### src/rtl/pe_array_ctrl.sv
// Job sequencer for the 8x8 PE array: loads a weight block, streams input vectors,
// and writes each returned output vector to the output buffer.
module pe_array_ctrl #(
  parameter int unsigned row       = 8,
  parameter int unsigned addr_bw   = 11,
  parameter int unsigned len_bw    = 8,
  parameter int unsigned drain_max = 64
) (
  input  logic               clk,
  input  logic               reset,
  input  logic               start,
  input  logic               cfg_mode,
  input  logic [len_bw-1:0]  cfg_len,
  input  logic [addr_bw-1:0] cfg_w_base,
  input  logic [addr_bw-1:0] cfg_x_base,
  input  logic [addr_bw-1:0] cfg_o_base,
  input  logic               stall,
  output logic               busy,
  output logic               done,
  output logic               err,
  output logic               w_rd_en,
  output logic [addr_bw-1:0] w_rd_addr,
  output logic               x_rd_en,
  output logic [addr_bw-1:0] x_rd_addr,
  output logic               arr_mode,
  output logic               arr_weight_valid,
  output logic               arr_input_valid,
  input  logic               arr_valid_out,
  output logic               o_wr_en,
  output logic [addr_bw-1:0] o_wr_addr
);

  localparam int unsigned WCntW = $clog2(row) + 1;
  localparam int unsigned DCntW = $clog2(drain_max) + 1;
  localparam logic [WCntW-1:0] WLast = WCntW'(row - 1);
  localparam logic [DCntW-1:0] DLast = DCntW'(drain_max - 1);

  typedef enum logic [2:0] {StIdle, StLoadW, StStream, StDrain, StDone} state_e;

  state_e             state_q, state_d;
  logic               mode_q;
  logic [len_bw-1:0]  len_q;
  logic [addr_bw-1:0] w_base_q, x_base_q, o_base_q;
  logic [WCntW-1:0]   w_cnt_q, w_cnt_d;
  logic [len_bw-1:0]  x_cnt_q, x_cnt_d;
  logic [len_bw-1:0]  out_cnt_q, out_cnt_d;
  logic [DCntW-1:0]   drain_cnt_q, drain_cnt_d;
  logic               err_q, err_d;
  logic               wv_q, iv_q;
  logic               accept;
  logic               capture;

  always_comb begin
    state_d     = state_q;
    w_cnt_d     = w_cnt_q;
    x_cnt_d     = x_cnt_q;
    out_cnt_d   = out_cnt_q;
    drain_cnt_d = drain_cnt_q;
    err_d       = err_q;
    accept      = 1'b0;
    w_rd_en     = 1'b0;
    x_rd_en     = 1'b0;
    o_wr_en     = 1'b0;
    done        = 1'b0;

    capture = ((state_q == StStream) || (state_q == StDrain)) && arr_valid_out &&
              (out_cnt_q < len_q);
    if (capture) begin
      o_wr_en   = 1'b1;
      out_cnt_d = out_cnt_q + len_bw'(1);
    end

    case (state_q)
      StIdle: begin
        if (start) begin
          accept      = 1'b1;
          err_d       = 1'b0;
          w_cnt_d     = '0;
          x_cnt_d     = '0;
          out_cnt_d   = '0;
          drain_cnt_d = '0;
          state_d     = StLoadW;
        end
      end
      StLoadW: begin
        if (!stall) begin
          w_rd_en = 1'b1;
          w_cnt_d = w_cnt_q + WCntW'(1);
          if (w_cnt_q == WLast) begin
            state_d = (len_q == '0) ? StDone : StStream;
          end
        end
      end
      StStream: begin
        if (!stall) begin
          x_rd_en = 1'b1;
          x_cnt_d = x_cnt_q + len_bw'(1);
          if (x_cnt_q == len_q - len_bw'(1)) begin
            state_d = StDrain;
          end
        end
      end
      StDrain: begin
        drain_cnt_d = drain_cnt_q + DCntW'(1);
        // Compare against the post-capture count so done follows the last write directly.
        if (out_cnt_d == len_q) begin
          state_d = StDone;
        end else if (drain_cnt_q == DLast) begin
          err_d   = 1'b1;
          state_d = StDone;
        end
      end
      StDone: begin
        done    = 1'b1;
        state_d = StIdle;
      end
      default: state_d = StIdle;
    endcase
  end

  always_ff @(posedge clk) begin
    if (reset) begin
      state_q     <= StIdle;
      mode_q      <= 1'b0;
      len_q       <= '0;
      w_base_q    <= '0;
      x_base_q    <= '0;
      o_base_q    <= '0;
      w_cnt_q     <= '0;
      x_cnt_q     <= '0;
      out_cnt_q   <= '0;
      drain_cnt_q <= '0;
      err_q       <= 1'b0;
      wv_q        <= 1'b0;
      iv_q        <= 1'b0;
    end else begin
      state_q     <= state_d;
      w_cnt_q     <= w_cnt_d;
      x_cnt_q     <= x_cnt_d;
      out_cnt_q   <= out_cnt_d;
      drain_cnt_q <= drain_cnt_d;
      err_q       <= err_d;
      wv_q        <= w_rd_en;
      iv_q        <= x_rd_en;
      if (accept) begin
        mode_q   <= cfg_mode;
        len_q    <= cfg_len;
        w_base_q <= cfg_w_base;
        x_base_q <= cfg_x_base;
        o_base_q <= cfg_o_base;
      end
    end
  end

  // Addresses read as zero whenever their enable is low.
  assign w_rd_addr = w_rd_en ? w_base_q + addr_bw'(w_cnt_q) : '0;
  assign x_rd_addr = x_rd_en ? x_base_q + addr_bw'(x_cnt_q) : '0;
  assign o_wr_addr = o_wr_en ? o_base_q + addr_bw'(out_cnt_q) : '0;

  assign busy             = (state_q != StIdle);
  assign err              = err_q;
  assign arr_mode         = mode_q;
  assign arr_weight_valid = wv_q;
  assign arr_input_valid  = iv_q;

endmodule

### config.mk
export PLATFORM = sky130hd
export DESIGN_NAME = pe_array_ctrl
export DESIGN_NICKNAME = d
export VERILOG_FILES = /design/src/rtl/pe_array_ctrl.sv
export SDC_FILE = /design/constraint.sdc
export NUM_CORES = 1
export LEC_CHECK = 0
export CELL_PAD_IN_SITES_DETAIL_PLACEMENT = 1
export CELL_PAD_IN_SITES_GLOBAL_PLACEMENT = 1
export CORE_AREA = 5 5 116 118
export CTS_BUF_LIST = sky130_fd_sc_hd__clkbuf_8
export DETAILED_ROUTE_END_ITERATION = 7
export DIE_AREA = 0 0 121 123
export HOLD_SLACK_MARGIN = 0.1
export PLACE_DENSITY_LB_ADDON = 0.1
export SYNTH_ARGS = -nofsm -noshare
export SYNTH_HDL_FRONTEND = slang
export SYNTH_SLANG_ARGS = --single-unit
### constraint.sdc
create_clock -name clk -period 2.82 [get_ports clk]
set_input_delay 0.423 -clock clk [delete_from_list [all_inputs] [get_ports clk]]
set_output_delay 0.423 -clock clk [all_outputs]
set_load 0.005 [all_outputs]
-- Word level (Yosys, flattened, before mapping)
Cells that the tools add are included.
- add/subtract/negate cells: 8
- $lt $le $gt $ge: 1
- equality and inequality tests: 16
- muxes and demuxes: 34
- reductions and logical operators: 14
- operators by type and width (cell ; number):
    8-bit 2-to-1 mux ; 5
    11-bit 2-to-1 mux ; 3
    3-bit 2-to-1 mux ; 8
    11-bit by 8-bit adder with 11-bit output ; 2
    8-bit by 1-bit adder with 8-bit output (second input constant) ; 2
    8-bit == test ; 2
    8-bit one-hot mux with 2 select lines ; 1
    7-bit one-hot mux with 2 select lines ; 1
    3-bit one-hot mux with 4 select lines ; 1
    11-bit by 4-bit adder with 11-bit output ; 1
    1-bit 2-to-1 mux ; 10
    2-bit != test (second input constant) ; 5
    8-bit zero test ; 1
    8-bit < comparator ; 1
    4-bit 2-to-1 mux ; 2
    4-bit one-hot mux with 2 select lines ; 1
    8-bit by 1-bit subtractor with 8-bit output (second input constant) ; 1
    7-bit by 1-bit adder with 7-bit output (second input constant) ; 1
    7-bit by 6-bit == test with 1-bit output (second input constant) ; 1
    7-bit 2-to-1 mux ; 1
    3-bit by 2-bit == test with 1-bit output (second input constant) ; 2
    3-bit AND reduction ; 2
    6-bit AND reduction ; 1
    2-bit nonzero test ; 3
    other kinds (13) ; 15
- flip-flop bits (word level): 75
- input port bits: 47
- word-level logic and storage cells: 86

-- Depth between registers and ports, before layout
Gate-level depths: netlist of run 1.
- depth after elaboration: 8
- gate-level depth with buffers: 11
- depth with buffers taken out: 10

-- Worst setup path after synthesis of run 1
OpenSTA, ideal clock, no wires.
- path kind: reg-to-reg
- from: reg len_q[6]
- to: reg state_q[0]
- setup time: 0.133 ns
- arrival time: 2.457 ns
- required time: 2.687 ns
- slack: 0.230 ns
- cell stages (with the launch flop): 12
- period minus slack after synthesis: 2.590 ns
- path through: dfxtp_1 > clkbuf_1 > inv_1 > ha_1 > a21o_2 > a211oi_2 > o21ai_1 > inv_1 > mux2i_1 > a221o_2 > nor4_4 > o22ai_1
- longest elaborated chain between the ends: 6
- RTL lines (what ; line ; RTL):
    from (decl) ; 42 ; logic [len_bw-1:0] len_q;
    from (signal assigned) ; 147 ; len_q <= cfg_len;
    8-bit < comparator ; 67 ; (out_cnt_q < len_q);
    1-bit logical AND ; 66 ; capture = ((state_q == StStream) || (state_q == StDrain)) && arr_valid_out &&
    8-bit 2-to-1 mux ; 68 ; if (capture) begin
    8-bit == test ; 106 ; if (out_cnt_d == len_q) begin
    3-bit by 1-bit != test with 1-bit output (no line) / 3-bit 2-to-1 mux (equally long branches) ; - ;
    6-bit AND reduction (no line) / 3-bit one-hot mux with 4 select lines (equally long branches) ; - ;
    to (signal assigned) ; 123 ; state_q <= StIdle;
    to (signal assigned) ; 137 ; state_q <= state_d;
    to (decl) ; 40 ; state_e state_q, state_d;
Several ways; a longest one is shown, not always the timed one.
A chain may end at the register's enable or synchronous reset.

-- Worst setup path after layout of run 1
- from: reg x_base_q[1]
- to: out x_rd_addr[9]
- longest elaborated chain between the ends: 2
- RTL lines (what ; line ; RTL):
    from (decl) ; 43 ; logic [addr_bw-1:0] w_base_q, x_base_q, o_base_q;
    from (signal assigned) ; 149 ; x_base_q <= cfg_x_base;
    11-bit by 8-bit adder with 11-bit output ; 157 ; assign x_rd_addr = x_rd_en ? x_base_q + addr_bw'(x_cnt_q) : '0;
    11-bit 2-to-1 mux ; 157 ;
    to (decl) ; 24 ; output logic [addr_bw-1:0] x_rd_addr,
Every way passes these cells.

==> results by group, run 1 <==
Synth
  – Synth Warn #: 0
  – Fraction of registers with async set/reset: 0
  – Most used DFF post-synth: dfxtp_1
  – Synth Cell Area: 4718 um2
  – Syn_nets: 689
  – Mean Syn Cell Area: 7.773 um2
  – Number of standard cells after synthesis: 607
  – Post-synth EDFFs: 0
  – Seq/Total Area, Yosys: 0.3182
  – Synth unique cells: 62
  – Flop and latch count out of synthesis: 75

Setup path
  – Launching point of the worst reg2reg path: len_q[6]
  – CP endpoint: x_rd_addr[9]
  – Crit. End Element: output port
  – Worst-path fanout max: 3
  – Startpoint Class: flip-flop
  – R2R Setup Slk: 0.10 ns
  – Reg2Reg Depth: 10
  – CP max-delay cell: a2111o_1
  – CP startpoint: x_base_q[1]
  – Data arrival, critical path: 2.47 ns
  – Worst path required time: 2.40 ns
  – CP peak stage delay: 0.51 ns
  – Reg2reg end: state_q[0]
  – Crit path kind: flip-flop to output port
  – Crit-path cells: ha_4 > a21o_1 > a21oi_2 > o21bai_2 > a2111o_1 > a32oi_2 > xor2_1 > nor2_1 > buf_2

Power and ir drop
  – PwrDens: 440.3 nW/um2
  – Max VDD drop: 0.2497 mV
  – Pleak: 2.805 nW
  – Power Total: 2.936 mW

Routing
  – Pre-Repair DR Iteration Count: 4
  – Post-DR vias/cell: 5.107
  – DRC: 0
  – Antenna Violating Nets Remaining: 0
  – Final wirelength: 15.59 mm
  – Wire length per cell: 16.80 um
  – Detailed-route via count: 4739
  – Initial DRC Count: 203

Floorplan
  – Initial core utilization: 0.3816
  – Rows: 41
  – Die ar.: 14880 um2
  – Total core area: 12360 um2
  – Die extent in x: 121 um
  – Die height: 123 um
  – Io pins: 89

Min path
  – Worst Hold Class: primary input to flip-flop
  – HP Start: reset

Placed design
  – DP HPWL: 11.28 mm
  – Port buffer count: 88
  – Placed inst area: 6055 um2
  – Placed Cells: 892
  – DP Worst Slack: -0.1691 ns
  – Gp weighted congestion: 0.8288

Timing
  – Hold Worst Slack: 0.4345 ns
  – Slew HR: 0.6475
  – Final worst path period need: 2.894 ns
  – Fmax: 345.5 MHz
  – Worst setup margin: -0.07450 ns
  – RSZ-0062 raised after global routing: true
  – Final worst path period share: 1.026
  – Clock Skew: 0.005613 ns
  – Setup TNS: -0.1003 ns
  – Final setup viols: 2
  – Worst-Margin Slew: 0.5287 ns
  – Pins Over Slew Limit: 0
  – Hold Violations, Final: 0

Global routing
  – Pin count of the biggest net entering global routing: 46
  – All-Layer GR Usage: 0.2141
  – Vias in the first global route: 5161
  – First-pass GRT wire length: 25.31 mm
  – Grt total ovfl: 0
  – Initial antenna violation count: 0

Layout
  – Final nets: 834
  – Post-route cell area: 6668 um2
  – Area Overhead vs Synth: 41.32%
  – Fillers: 1510
  – Share of post-route cells with drive strength above 1: 0.2368
  – Antenna fix cells: 0
  – Finished Layout Cells: 928
  – Post-layout util: 0.5393

Clocking
  – Max Root-Sink Buffers: 2
  – Total CTS buffers: 9
  – Hold-fix buffers, CTS: 0
  – Clk slew on worst S/H paths: 0.08 ns
  – H-tree levels: 3
  – CTS sink count: 75
  – Clock root cell: clkbuf_8
  – TritonCTS clock tree: done
  – Worst skew pair latency: 0.37 ns

Job
  – Max-cap violation count: 0

Outcome
  – Violated checks: setup timing
  – Status: complete, but fails checks
-- registers in the layout (all words and copies together) (netlist names) --
register	flops
o_base_q	11
w_base_q	11
x_base_q	11
len_q	8
out_cnt_q	8
x_cnt_q	8
drain_cnt_q	7
w_cnt_q	4
state_q	3
arr_input_valid	1
arr_mode	1
arr_weight_valid	1
err	1
-- layer usage --
layer  track usage  up-vias  wire length (um)
met5             0        -                 0
met4       0.08357        0               347
met3       0.03431       21               529
met2        0.3956       87              7987
met1        0.2471     2263              6729
li1              -     2368                 -
-- layout by cell type, fill, tap and decap left out, drive strengths merged, types with 4 or more instances in the layout --
master,count
a21o,9
nand2b,5
a211oi,6
o21ai,16
buf,82
and2,9
or3,7
nor3b,5
inv,22
and3,5
nor2b,10
nor2,68
clkdlybuf4s50,60
nand3,15
clkbuf,12
a21oi,70
xnor2,27
ha,32
nor3,10
nand4,10
xor2,22
dfxtp,75
or2,4
nand2,105
dlygate4sd2,14
-- repair_timing --
action,4_1_cts,5_1_grt
gates cloned,0,0
setup endpoints to repair,29,27
pin swaps,34,36
resized for setup,102,34
buffers inserted,16,5
endpoints found under the hold margin,0,0
-- final cells by class --
type                            count  area [um2]  area share
Multi-Input combinational cell    483        3263      0.4894
Sequential cell                    75        1519      0.2278
Timing Repair Buffer              161        1373      0.2059
Tap cell                          172       215.2     0.03228
Clock buffer                       10       137.6     0.02064
Inverter                           22       82.58     0.01239
Clock inverter                      5       77.57     0.01163
-- Yosys cell counts (2+ instances only) --
cell / n / share of area
buf_6: 2 / 0.0048
a311oi_1: 2 / 0.0037
nor2b_1: 10 / 0.013
a21o_2: 2 / 0.0037
nor3_1: 10 / 0.011
inv_1: 22 / 0.018
a31oi_1: 3 / 0.0040
nand4_1: 10 / 0.013
mux2i_1: 3 / 0.0064
ha_1: 32 / 0.085
buf_1: 3 / 0.0024
o31a_1: 2 / 0.0037
a211oi_1: 4 / 0.0064
a21oi_1: 70 / 0.074
nand3_1: 15 / 0.016
nand2_1: 105 / 0.084
and2_1: 8 / 0.011
nor3b_1: 5 / 0.0080
and3_1: 5 / 0.0066
o21a_1: 2 / 0.0032
o21ai_0: 15 / 0.016
a32oi_1: 2 / 0.0037
or3_1: 6 / 0.0080
or2_2: 4 / 0.0053
o31ai_1: 2 / 0.0032
nand2b_1: 4 / 0.0053
o22ai_1: 2 / 0.0027
o211ai_1: 2 / 0.0032
a2111o_1: 2 / 0.0048
fa_1: 3 / 0.013
mux2_2: 2 / 0.0048
nand3b_1: 2 / 0.0032
xnor2_1: 27 / 0.050
nor2_1: 68 / 0.054
a21o_1: 7 / 0.011
clkbuf_1: 21 / 0.017
a22oi_1: 3 / 0.0048
xor2_1: 22 / 0.041
dfxtp_1: 75 / 0.32
-- critical path: cells and delay by family, from the launching register on --
family	cells	cell delay [ns]
AO/OA/AOI/OAI	5	1.20
XOR/XNOR	1	0.17
adder cells (fa/ha/maj)	1	0.23
buffers and inverters	1	0.12
flip-flops	1	0.34
AND/OR/NAND/NOR	1	0.05
-- worst min-delay path by stage --
stage / slack [ns] / endpoint / cells after the start
final: 0.43 / w_cnt_q[0] / 2
after global routing: 0.44 / x_cnt_q[0] / 2
after CTS: 0.43 / w_cnt_q[0] / 2
after detailed placement: 0.45 / arr_mode / 2
after global placement: 0.44 / arr_mode / 2
after floorplan: 0.44 / o_base_q[0] / 2
-- kinds of logic (layout without fill, tap and decap cells) --
group / count (synthesis) / after routing / synth area share
XOR/XNOR: 49 / 49 / 0.09096
AND/OR/NAND/NOR: 261 / 261 / 0.2575
buffers and inverters: 49 / 198 / 0.04826
adder cells (fa/ha/maj): 35 / 35 / 0.09759
multiplexers: 5 / 5 / 0.01114
flip-flops: 75 / 75 / 0.3182
AO/OA/AOI/OAI: 133 / 133 / 0.1763
-- power by group --
part / internal [mW] / switching (mW) / total [mW]
Clock: 0.515 / 0.434 / 0.949
Combinational: 0.354 / 0.441 / 0.794
Sequential: 1.13 / 0.0611 / 1.19
Total: 2.00 / 0.936 / 2.94
Power figures use the tool's default switching activity.
==> run 2: changes to the inputs <==
--- a/config.mk
+++ b/config.mk
@@ -7,10 +7,10 @@
 export LEC_CHECK = 0
 export CELL_PAD_IN_SITES_DETAIL_PLACEMENT = 1
 export CELL_PAD_IN_SITES_GLOBAL_PLACEMENT = 1
-export CORE_AREA = 5 5 116 118
+export CORE_AREA = 5 5 115 117
 export CTS_BUF_LIST = sky130_fd_sc_hd__clkbuf_8
 export DETAILED_ROUTE_END_ITERATION = 7
-export DIE_AREA = 0 0 121 123
+export DIE_AREA = 0 0 120 122
 export HOLD_SLACK_MARGIN = 0.1
 export PLACE_DENSITY_LB_ADDON = 0.1
 export SYNTH_ARGS = -nofsm -noshare
==> results by group, run 2 (synthesized netlist as in run 1, its figures left out) <==
Clocking
  – Clk slew on worst S/H paths: 0.08 ns
  – Worst skew pair latency: 0.37 ns
  – H-tree levels: 3
  – CTS sink count: 75
  – Total CTS buffers: 9
  – Max Root-Sink Buffers: 2
  – TritonCTS clock tree: done
  – Clock root cell: clkbuf_8

Setup path
  – Crit-path cells: ha_4 > fa_2 > a21o_1 > a21oi_2 > nor2b_2 > o21ai_2 > nor2b_4 > xor2_1 > nor2_1 > buf_2
  – CP bufs+invs: 1
  – CP max-delay cell: fa_2
  – Crit path kind: flip-flop to output port
  – Worst-path fanout max: 3
  – Top cell family by delay on the critical path: compound AO/OA/AOI/OAI gates
  – R2R Setup Slk: 0.11 ns
  – CP peak stage delay: 0.38 ns
  – Crit. End Element: output port
  – Worst path required time: 2.40 ns
  – Startpoint Class: flip-flop
  – Data arrival, critical path: 2.40 ns

Power and ir drop
  – Power Total: 3.071 mW
  – Clock Power Share: 0.354
  – Pleak: 2.818 nW
  – Sequential power share: 0.388
  – PwrDens: 459.4 nW/um2
  – Max VDD drop: 0.2730 mV
  – Power Internal: 2.147 mW
  – Combinational fraction of design power: 0.259
  – Switching Share: 0.3010
  – Switching pwr: 0.9245 mW

Timing
  – Worst setup margin: -0.004418 ns
  – Final setup viols: 1
  – RSZ-0062 raised after global routing: true
  – Worst-Margin Slew: 0.5057 ns
  – Slew HR: 0.6629
  – Final worst path period share: 1.002
  – Fmax: 354.1 MHz
  – Hold Violations, Final: 0
  – Pins Over Slew Limit: 0
  – Setup TNS: -0.004418 ns
  – Clock Skew: 0.009644 ns
  – Final worst path period need: 2.824 ns

Routing
  – Met2 wire length: 7.871 mm
  – Met3 WL: 488 um
  – Top Layer Used: met4
  – Antenna Violating Nets Remaining: 0
  – DRC: 0
  – WL met1: 6.606 mm
  – Detailed-route via count: 4797
  – Pre-Repair DR Iteration Count: 4
  – Wire length per cell: 16.93 um
  – Initial DRC Count: 114
  – Final wirelength: 15.36 mm
  – Post-DR vias/cell: 5.289

Layout
  – Antenna fix cells: 0
  – Finished Layout Cells: 907
  – Share of post-route cells with drive strength above 1: 0.2338
  – Post-layout util: 0.5453
  – Commonest cells after routing, fill and taps aside: nand2_1, buf_4, nor2_1
  – Post-route cell area: 6685 um2
  – Commonest non-fill, non-tap cell in the layout: nand2_1
  – Area Overhead vs Synth: 41.69%
  – Final nets: 834
  – Largest regs: o_base_q x11, w_base_q x11, x_base_q x11

Outcome
  – Violated checks: setup timing
  – Status: complete, but fails checks

Job
  – Max-cap violation count: 0

Global routing
  – Grt total ovfl: 0
  – All-Layer GR Usage: 0.2106
  – Pin count of the biggest net entering global routing: 46
  – First-pass GRT wire length: 24.71 mm
  – Initial antenna violation count: 0
  – Vias in the first global route: 5002

Placed design
  – Placed Cells: 868
  – Placed inst area: 6012 um2
  – Port buffer count: 88
  – DP HPWL: 11.41 mm
  – Gp weighted congestion: 0.8996

Floorplan
  – Initial core utilization: 0.3848
  – Total core area: 12260 um2
  – Die extent in x: 120 um
  – Die ar.: 14640 um2
  – Rows: 41
  – Die height: 122 um
  – Io pins: 89

Min path
  – Worst Hold Class: primary input to flip-flop
## run 2: cell types whose count changed in the layout (fill, tap and decap cells not counted), sizes merged
cell	before	now
dlygate4sd2	14	13
clkinv	2	1
buf	82	83
dlymetal6s2s	2	3
clkbuf	12	14
bufinv	2	3
clkinvlp	1	0
clkdlybuf4s15	1	0
## run 2: final cells by class
class	count	area, um2
sequential	75	1523
fill	1494	5575
tap	150	187.7
multi-input combinational	483	3264
clock inverter	4	95.09
timing repair buffer	161	1368
inverter	22	82.58
clock buffer	12	165.2
## run 2: per-stage QoR
| step | hold WS [ns] | setup slack [ns] |
|---|---|---|
| 6_report | 0.4526 | -0.004418 |
| 3_5_place_dp | 0.4535 | -0.2056 |
| 3_3_place_gp | 0.4438 | -0.1375 |
| 5_1_grt | 0.4585 | -0.1493 |
| 2_1_floorplan | 0.4406 | 0.2301 |
| 4_1_cts | 0.4336 | -0.1481 |
## run 2: repair_timing
action,in CTS,in global routing
gates resized for setup,96,41
setup buffers,14,9
pin swaps,26,30
endpoints found under the setup margin,31,25
hold buffers,0,0
## run 2: per-layer routing
| layer | track usage | up-vias |
|---|---|---|
| met5 | 0 | - |
| met2 | 0.3860 | 95 |
| li1 | - | 2359 |
| met3 | 0.03668 | 29 |
| met4 | 0.07731 | 0 |
| met1 | 0.2456 | 2314 |
## run 2: worst paths after layout
check              startpoint        endpoint  cells after the start
hold reg to reg   o_base_q[4]     o_base_q[4]                      2
setup reg to reg     len_q[6]      state_q[0]                     11
setup / recovery   x_cnt_q[0]    x_rd_addr[6]                     10
hold / removal          reset  drain_cnt_q[0]                      2
## run 2: power groups by stage
stage          clock [mW]  combinational (mW)  sequential [mW]
2_1_floorplan           0               0.463             1.20
3_3_place_gp            0               0.734             1.20
3_5_place_dp            0               0.755             1.21
6_report             1.09               0.794             1.19
4_1_cts              1.11               0.777             1.19
5_1_grt              1.16               0.878             1.20
## run 2: worst reg2reg max path, stage by stage (launching register included)
cell,delay [ns]
dfxtp_2,0.34
inv_1,0.05
ha_1,0.30
a21o_2,0.25
a211oi_4,0.27
buf_4,0.15
buf_4,0.09
o211ai_1,0.12
xnor2_1,0.17
a211o_1,0.31
nor4_4,0.37
o22ai_1,0.14
